==> src/rtl/conv_pkg.sv <==
// Shared definitions for the 3x3 convolution datapath.
//   KERNEL_SIZE    : window edge length
//   DEF_DATA_WIDTH : default pixel width
//   window_t       : [row][col] window shape at the default pixel width
//   cnt_w()        : counter width for a dimension of n positions
//   win_bits()     : flattened bit count of a window for a given pixel width
package conv_pkg;
  localparam int KERNEL_SIZE    = 3;
  localparam int DEF_DATA_WIDTH = 4;

  typedef logic [0:KERNEL_SIZE-1][0:KERNEL_SIZE-1][DEF_DATA_WIDTH-1:0] window_t;

  function automatic int cnt_w(input int n);
    return (n < 2) ? 1 : $clog2(n);
  endfunction

  function automatic int win_bits(input int dw);
    return KERNEL_SIZE * KERNEL_SIZE * dw;
  endfunction
endpackage

==> src/rtl/conv3_line_buffer.sv <==
// One image row of delay: DEPTH-deep, DATA_WIDTH-wide shift register that
// advances only when i_en is high. o_data is the sample shifted in DEPTH
// enables ago. Storage is deliberately not reset; the window generator never
// looks at it before a full row has been written.
//   i_clk  : clock
//   i_en   : shift enable (pixel accept)
//   i_data : sample in
//   o_data : sample DEPTH enables old
module conv3_line_buffer #(
  parameter int DATA_WIDTH = 4,
  parameter int DEPTH      = 16
) (
  input  logic                  i_clk,
  input  logic                  i_en,
  input  logic [DATA_WIDTH-1:0] i_data,
  output logic [DATA_WIDTH-1:0] o_data
);
  logic [DEPTH-1:0][DATA_WIDTH-1:0] mem_q;

  always_ff @(posedge i_clk) begin
    if (i_en) mem_q <= {mem_q[DEPTH-2:0], i_data};
  end

  assign o_data = mem_q[DEPTH-1];
endmodule

==> src/rtl/conv3_window_gen.sv <==
// 3x3 sliding-window generator: takes a raster pixel stream and emits every
// fully-interior 3x3 window ((IMG_H-2)*(IMG_W-2) per frame) through a single
// output register with valid/ready handshake at full throughput.
// Optional feature macro: WINDOW_COORD_EN adds o_win_row/o_win_col carrying
// the centre-pixel coordinate of o_window.
//   i_clk, i_rst       : clock, synchronous active-high reset
//   i_valid/o_ready    : pixel handshake, i_pixel raster order
//   o_valid/i_ready    : window handshake
//   o_window           : [row][col], [2][2] newest pixel
//   o_last             : window of the frame's final pixel
module conv3_window_gen
  import conv_pkg::*;
#(
  parameter int DATA_WIDTH = DEF_DATA_WIDTH,
  parameter int IMG_W      = 16,
  parameter int IMG_H      = 16,
  localparam int CW        = cnt_w(IMG_W),
  localparam int RW        = cnt_w(IMG_H)
) (
  input  logic                  i_clk,
  input  logic                  i_rst,
  input  logic                  i_valid,
  output logic                  o_ready,
  input  logic [DATA_WIDTH-1:0] i_pixel,
  output logic                  o_valid,
  input  logic                  i_ready,
  output logic [0:KERNEL_SIZE-1][0:KERNEL_SIZE-1][DATA_WIDTH-1:0] o_window,
  output logic                  o_last
`ifdef WINDOW_COORD_EN
  ,
  output logic [RW-1:0]         o_win_row,
  output logic [CW-1:0]         o_win_col
`endif
);
  typedef logic [0:KERNEL_SIZE-1][0:KERNEL_SIZE-1][DATA_WIDTH-1:0] win_t;

  logic [CW-1:0] col_q, col_d;
  logic [RW-1:0] row_q, row_d;
  win_t          arr_q, arr_d, win_q, win_d;
  logic          vld_q, vld_d, last_q, last_d;
  logic [DATA_WIDTH-1:0] lb0_out, lb1_out;
  logic [0:KERNEL_SIZE-1][DATA_WIDTH-1:0] new_col;
  logic          accept, emit, col_end, row_end;

  assign o_ready = ~vld_q | i_ready;
  assign accept  = i_valid & o_ready;
  assign col_end = (col_q == CW'(IMG_W-1));
  assign row_end = (row_q == RW'(IMG_H-1));
  // col>=2 also keeps windows from straddling a row wrap.
  assign emit    = accept && (row_q >= RW'(2)) && (col_q >= CW'(2));

  // Cascaded: lb0 yields the pixel one row up, lb1 two rows up.
  conv3_line_buffer #(.DATA_WIDTH(DATA_WIDTH), .DEPTH(IMG_W)) u_lb0 (
    .i_clk(i_clk), .i_en(accept), .i_data(i_pixel), .o_data(lb0_out));
  conv3_line_buffer #(.DATA_WIDTH(DATA_WIDTH), .DEPTH(IMG_W)) u_lb1 (
    .i_clk(i_clk), .i_en(accept), .i_data(lb0_out), .o_data(lb1_out));

  assign new_col = {lb1_out, lb0_out, i_pixel};

  always_comb begin
    arr_d  = arr_q;
    col_d  = col_q;
    row_d  = row_q;
    vld_d  = vld_q;
    win_d  = win_q;
    last_d = last_q;
    if (accept) begin
      for (int r = 0; r < KERNEL_SIZE; r++) begin
        for (int c = 0; c < KERNEL_SIZE-1; c++) arr_d[r][c] = arr_q[r][c+1];
        arr_d[r][KERNEL_SIZE-1] = new_col[r];
      end
      if (col_end) begin
        col_d = '0;
        row_d = row_end ? '0 : row_q + 1'b1;
      end else begin
        col_d = col_q + 1'b1;
      end
    end
    // A fresh window overrides a same-cycle consume of the old one.
    if (emit) begin
      vld_d  = 1'b1;
      win_d  = arr_d;
      last_d = row_end && col_end;
    end else if (vld_q && i_ready) begin
      vld_d  = 1'b0;
      last_d = 1'b0;
    end
  end

  always_ff @(posedge i_clk) begin
    if (i_rst) begin
      col_q  <= '0;
      row_q  <= '0;
      arr_q  <= '0;
      win_q  <= '0;
      vld_q  <= 1'b0;
      last_q <= 1'b0;
    end else begin
      col_q  <= col_d;
      row_q  <= row_d;
      arr_q  <= arr_d;
      win_q  <= win_d;
      vld_q  <= vld_d;
      last_q <= last_d;
    end
  end

  assign o_valid  = vld_q;
  assign o_window = win_q;
  assign o_last   = last_q;

`ifdef WINDOW_COORD_EN
  logic [RW-1:0] wrow_q;
  logic [CW-1:0] wcol_q;

  // Centre of the window is one row and one column behind the newest pixel.
  always_ff @(posedge i_clk) begin
    if (i_rst) begin
      wrow_q <= '0;
      wcol_q <= '0;
    end else if (emit) begin
      wrow_q <= row_q - 1'b1;
      wcol_q <= col_q - 1'b1;
    end
  end

  assign o_win_row = wrow_q;
  assign o_win_col = wcol_q;
`endif
endmodule

==> config.mk <==
export PLATFORM = sky130hd
export DESIGN_NAME = conv3_window_gen
export DESIGN_NICKNAME = d
export VERILOG_FILES = /design/src/rtl/conv_pkg.sv /design/src/rtl/conv3_line_buffer.sv /design/src/rtl/conv3_window_gen.sv
export SDC_FILE = /design/constraint.sdc
export NUM_CORES = 1
export LEC_CHECK = 0
export ABC_AREA = 1
export CAP_MARGIN = 20
export CELL_PAD_IN_SITES_DETAIL_PLACEMENT = 0
export CELL_PAD_IN_SITES_GLOBAL_PLACEMENT = 2
export CORE_MARGIN = 3
export CORE_UTILIZATION = 25
export CTS_CLUSTER_DIAMETER = 150
export CTS_CLUSTER_SIZE = 25
export DETAILED_ROUTE_END_ITERATION = 12
export DONT_BUFFER_PORTS = 1
export GPL_ROUTABILITY_DRIVEN = 0
export PLACE_DENSITY_LB_ADDON = 0.1
export SLEW_MARGIN = 20
export SYNTH_ARGS = -nofsm -noshare
export SYNTH_HDL_FRONTEND = slang
export SYNTH_HIERARCHICAL = 1
export SYNTH_SLANG_ARGS = --single-unit
==> constraint.sdc <==
create_clock -name i_clk -period 9 [get_ports i_clk]
set_input_delay 0.45 -clock i_clk [delete_from_list [all_inputs] [get_ports i_clk]]
set_output_delay 0.45 -clock i_clk [all_outputs]
set_load 0.02 [all_outputs]
==> Word-level counts from Yosys, hierarchy flattened <==
Index checks and enable logic that the tools add are counted.
{ "totals": {"reg_bits": 210, "inputBits": 8} }
{ "classes": {"order_cmp": 2, "bitwise": 3, "n_reduce_logical": 6, "eq_ne": 2, "mux": 6, "add_sub_neg": 2} }
{ "ops": {"columns": ["cell", "n"], "rows": [
  ["two-way mux 36 bit", 1],
  ["adder 4 x 1 -> 4 bit (second input constant)", 2],
  ["== test 4 bit (second input constant)", 2],
  [">= comparator 4 x 2 -> 1 bit (second input constant)", 2],
  ["two-way mux 4 bit", 2],
  ["logical AND 1 bit", 4],
  ["two-way mux 1 bit", 3],
  ["AND reduction 2 bit", 1],
  ["nonzero test 2 bit", 1],
  ["AND 1 bit", 1],
  ["inverter 1 bit", 1],
  ["OR 1 bit", 1]
]} }

==> Logic depth before layout (Yosys ltp) <==
{ "depth": {"depth_word": 6, "depth_mapped": 10} }

==> Modules after synthesis <==
The synthesis kept the hierarchy.
{ "by_module_without_submodules": {"columns": ["module", "instances", "area_per_inst_um2", "cells_per_inst", "seq_area_each_um2"], "rows": [
  ["conv3_line_buffer", 2, 1951.9, 68, 1921.8],
  ["conv3_window_gen", 1, 3529.6, 535, 1641.6]
]} }

==> Least setup slack after synthesis <==
Ideal clock, no wire load.
{ "synth_path": {"path_type": "input-to-reg", "from": "input port i_ready", "to": "register win_q (netlist bit o_window[10])", "path_slack_ns": 5.244, "arrival_ns": 3.646, "path_stages": 8, "required_time_ns": 8.890, "setup_time_ns": 0.110, "path_cell_list": "inv_2 -> a21oi_4 -> nand2_1 -> nor2_4 -> buf_4 -> nand2_1 -> nand2_1 -> nor2_1"} }
{ "synth_via": {"elab_chain_cells": 4, "word_cells_on_any_way": 5, "cone_classes": "mux (1); bitwise (2); reduce/logical (2)"} }
{ "synth_rtl": {"columns": ["element", "line", "source"], "rows": [
  ["start: declaration", "conv3_window_gen.sv:26", "input logic i_ready,"],
  ["OR 1 bit (*)", "conv3_window_gen.sv:45", "assign o_ready = ~vld_q | i_ready;"],
  ["AND 1 bit (*)", "conv3_window_gen.sv:46", "assign accept = i_valid & o_ready;"],
  ["named net accept", "conv3_window_gen.sv:43", "logic accept, emit, col_end, row_end;"],
  ["logical AND 1 bit (2 in series)", "conv3_window_gen.sv:50", "assign emit = accept && (row_q >= RW'(2)) && (col_q >= CW'(2));"],
  ["end signal: assignment", "conv3_window_gen.sv:102", "win_q <= win_d;"],
  ["end: declaration", "conv3_window_gen.sv:39", "win_t arr_q, arr_d, win_q, win_d;"]
]} }
The timed path passes the listed nets; every way through them passes the cells marked *.
A chain may end at the register's enable or synchronous reset.

==> Worst setup path in the final report <==
{ "layout_path": {"from": "register vld_q (netlist: o_valid)", "to": "register last_q (netlist: o_last)"} }
{ "layout_via": {"elab_chain_cells": 6, "word_cells_on_any_way": 8, "cone_classes": "mux (1); bitwise (3); reduce/logical (4)"} }
{ "layout_rtl": {"columns": ["element", "line", "source"], "rows": [
  ["start: declaration", "conv3_window_gen.sv:40", "logic vld_q, vld_d, last_q, last_d;"],
  ["start signal: assignment", "conv3_window_gen.sv:103", "vld_q <= vld_d;"],
  ["inverter 1 bit (*)", "conv3_window_gen.sv:45", null],
  ["OR 1 bit (*)", "conv3_window_gen.sv:45", null],
  ["AND 1 bit (*)", "conv3_window_gen.sv:46", null],
  ["named net accept", "conv3_window_gen.sv:43", null],
  ["logical AND 1 bit (*) (2 in series)", "conv3_window_gen.sv:50", null],
  ["two-way mux 1 bit / nonzero test 2 bit (equally long branches)", null, null],
  ["end signal: assignment", "conv3_window_gen.sv:104", "last_q <= last_d;"],
  ["end: declaration", "conv3_window_gen.sv:40", null]
]} }
Marks and branches as above.

==> results.md <==
Power and ir drop:
- The proportion of total power due to net switching is 0.212.
- The share of total power dissipated in combinational logic is 0.032.
- The power density over the cells is 212 mW/mm^2.
- The share of total power dissipated in sequential elements is 0.628.
- For this design the total switching power over the nets is 0.000366 W.
- Cell internal power was estimated by the tool at 0.00136 W.
- The worst-case IR drop observed on VDD is 0.119 mV.
- The relative contribution of the clock network to total power is 0.340.
- The leakage power is 3.10 nW.

Cells and area:
- The number of antenna diodes in the final layout is 0.
- The library cell used most frequently in the layout, excluding fill and tap cells, is sky130_fd_sc_hd__nand2_1.
- Counting the fill cells in the layout gives 3043.
- Leaving out fill and tap cells, the most frequent cells in the layout are sky130_fd_sc_hd__nand2_1 (161), sky130_fd_sc_hd__edfxtp_1 (128), sky130_fd_sc_hd__inv_1 (110).
- In the final layout, the multi-input gates occupy 0.00131 mm^2.
- In the final layout, the share of cells above drive strength 1 is 0.0481.
- Measured on the finished design, the core utilization comes to 0.280.
- The layout-stage area growth over the synthesis result is 9.32%.
- The total number of nets in the final design is 671.
- The sequential cells in the finished layout cover a total of 0.00549 mm^2.

Logic synthesis:
- The synthesis warning total is 6.
- Synthesis inferred 210 register bits.
- The mean area per synthesized cell is 11.1 um^2.
- By area, the combinational part of the netlist is dominated by simple AND/OR/NAND/NOR gates.
- The area fraction in compound gates after synthesis came to 0.0342.
- Of the total synthesized cell area, the portion taken by full adders, half adders and majority gates is 0.00673.
- The simple-gate share of the synthesized area is 0.135.
- After synthesis, the netlist uses 24 different library cells.
- The cell area that synthesis handed to floorplanning was 0.00743 mm^2.
- The multiplexer share of the synthesized area is 0.
- The proportion of synthesized chip area in sequential cells is 0.738.
- The post-synthesis net count is 683.
- The synthesized-area fraction occupied by xor and xnor cells is 0.
- The gate count after technology mapping is 671.

Clock tree:
- In this run the deepest clock path goes through 3 buffers.
- The cell sitting at the root of the clock tree is a sky130_fd_sc_hd__clkbuf_16.
- In this run, CTS created clock tree buffers numbering 12.
- The clock insertion delay at the later pin of the skew report is 480 ps.
- For this design, the sink count on the clock tree is 210.
- Clock-pin slew was measured on the worst setup and hold paths at 110 ps.
- The setup fix buffers added after clock tree synthesis is 0.
- In this run the number of H-tree levels came out at 1.
- The CTS tree is built.

STA:
- Static timing analysis puts the maximum clock frequency at 352 MHz.
- In this run the tightest slew margin relative to its limit is 0.361.
- The largest clock skew in the final design is 21.8 ps.
- Setup violations remaining at the end of the flow were counted as 0.
- At the pin with the least slew margin, the transition time is 958 ps.
- Dividing the final minimum period by the clock period gives 0.316.
- Across all hold checks on the routed design, the worst slack comes to 42.0 ps.
- The final number of max-transition violations is 0.
- Subtracting the final worst setup slack from the clock period gives 2840 ps.
- Setup repair after global routing left no endpoint under its margin.
- The post-route setup TNS is 0 ps.
- The hold violation count in the final report is 0.

Die:
- The area inside the core boundary is 0.0290 mm^2.
- The total I/O pin count is 47.
- The initial utilization of the core area, before any placement, comes to 0.256.
- The die area is 0.0318 mm^2.
- The floorplan step set the die width to 178 um.
- The placement row count is 62.
- Measured along the y axis, the die boundary spans 178 um.

Global routing:
- In the global route stage, overall resource usage came out at 0.0848.
- The number of antenna violations at the first check in global routing was 0.
- The pin count of the biggest net entering global routing is 79.
- The via count of the first global-routing pass is 3984.
- The first global-routing pass estimated 21500 um of wire.
- The total overflow left after global routing is 0.

Drt:
- The final wirelength is 13100 um.
- Summing over every cut layer, the via total after detailed routing is 3884.
- The post-detailed-route wirelength per cell is 12.4 um.
- The detailed-route DRC error count is 0.
- The antenna violation net count after detailed routing is 0.
- The DRC violation total after the first TritonRoute iteration is 335.
- In the routed layout, each cell is associated on average with a via count of 3.70.
- The first detailed-routing pass ran for 4 iterations.

Hold path:
- The class of the most critical hold timing path is input port to register.

Critical path:
- The maximum fanout count along the critical path is 78.
- STA classifies the critical path startpoint as a register.
- The data required time at the worst endpoint is 9370 ps.
- The worst endpoint data arrival time is 3210 ps.
- The critical path is of the register to register type.
- The kind of capture point of the worst setup path is a register.

Placement:
- The HPWL after detailed placement is 7300 um.
- The count of buffers inserted at the top-level ports is 0.

Status:
- The flow ran to the end, and the final reports show no timing, DRC or antenna violations.

Job:
- Max-cap violations in this run came to 0.
-- area by class of cell --
class                           count  area share
Timing Repair Buffer                5     0.00493
Multi-Input combinational cell    311       0.161
Inverter                          119      0.0550
Sequential cell                   210       0.675
Clock inverter                      1     0.00200
Tap cell                          384      0.0591
Clock buffer                       19      0.0428
-- power groups by stage --
stage	Combinational, W	Clock, W	Sequential [W]
CTS	0.0000568	0.000627	0.00108
floorplan	0.0000485	0	0.00110
detailed placement	0.0000565	0	0.00110
global placement	0.0000559	0	0.00110
global route	0.0000651	0.000659	0.00109
finish	0.0000543	0.000586	0.00108
-- critical path: stages (launching register included) --
cell,delay [ps]
sky130_fd_sc_hd__dfxtp_1,440
sky130_fd_sc_hd__a21oi_4,180
sky130_fd_sc_hd__buf_4,740
sky130_fd_sc_hd__nand3_2,950
sky130_fd_sc_hd__nor2_1,320
sky130_fd_sc_hd__nor2_1,70
-- cell usage after synthesis (all sizes together) --
| cell | n | area (um^2) |
|---|---|---|
| a21oi | 7 | 46.3 |
| buf | 19 | 145 |
| clkbuf | 12 | 46.3 |
| clkinv | 1 | 3.75 |
| dfxtp | 82 | 1640 |
| edfxtp | 128 | 3840 |
| ha | 4 | 50.1 |
| inv | 118 | 443 |
| nand2 | 163 | 617 |
| nand3 | 8 | 45.0 |
| nor2 | 87 | 337 |
| nor3b | 1 | 7.51 |
| o21ai | 40 | 200 |
| o21bai | 1 | 7.51 |
-- final timing paths --
path                                  start                         to  slack [ps]  cells past startpoint
setup / recovery       o_valid$_SDFFE_PP0P_        o_last$_SDFFE_PP0P_        6160                      5
hold reg to reg   u_lb0/mem_q[24]$_DFFE_PP_  u_lb0/mem_q[28]$_DFFE_PP_         420                      0
setup reg to reg       o_valid$_SDFFE_PP0P_        o_last$_SDFFE_PP0P_        6160                      5
hold / removal                        i_rst        arr_q[8]$_SDFF_PP0_          40                      1
-- per-layer routing --
metal	global-route usage	part of all wire	vias up
met5	0	0	-
met2	0.136	0.46	47
li1	-	-	2041
met1	0.113	0.48	1782
met4	0.0237	0.021	0
met3	0.0219	0.046	14
-- metrics by stage --
step	instances	setup WS (ps)	power (W)	instance area, um^2
4_1_cts	1049	5930	0.00177	8130
2_1_floorplan	671	5240	0.00115	7430
6_report	1049	6160	0.00172	8130
3_5_place_dp	1028	5940	0.00116	7750
5_1_grt	1049	5680	0.00181	8130
3_3_place_gp	1028	6080	0.00116	7750
-- registers in the layout, summed over array words and instances, names as in the netlist, 4 cells and up --
signal / flops
col_q: 4
u_lb1/o_data: 4
u_lb0/o_data: 4
u_lb1/mem_q: 60
o_window: 36
arr_q: 36
row_q: 4
u_lb0/mem_q: 60
-- what timing repair did --
item,in CTS,in global routing
gates resized for setup,0,0
endpoints found under the hold margin,1,0
hold buffers,1,0
-- logic make-up after synthesis --
logic type,Yosys count
AOI/OAI and AO/OA,48
DFF,210
buffers and inverters,150
and+or+nand+nor,259
adders and majority gates,4
(Power assumes the default switching activity.)
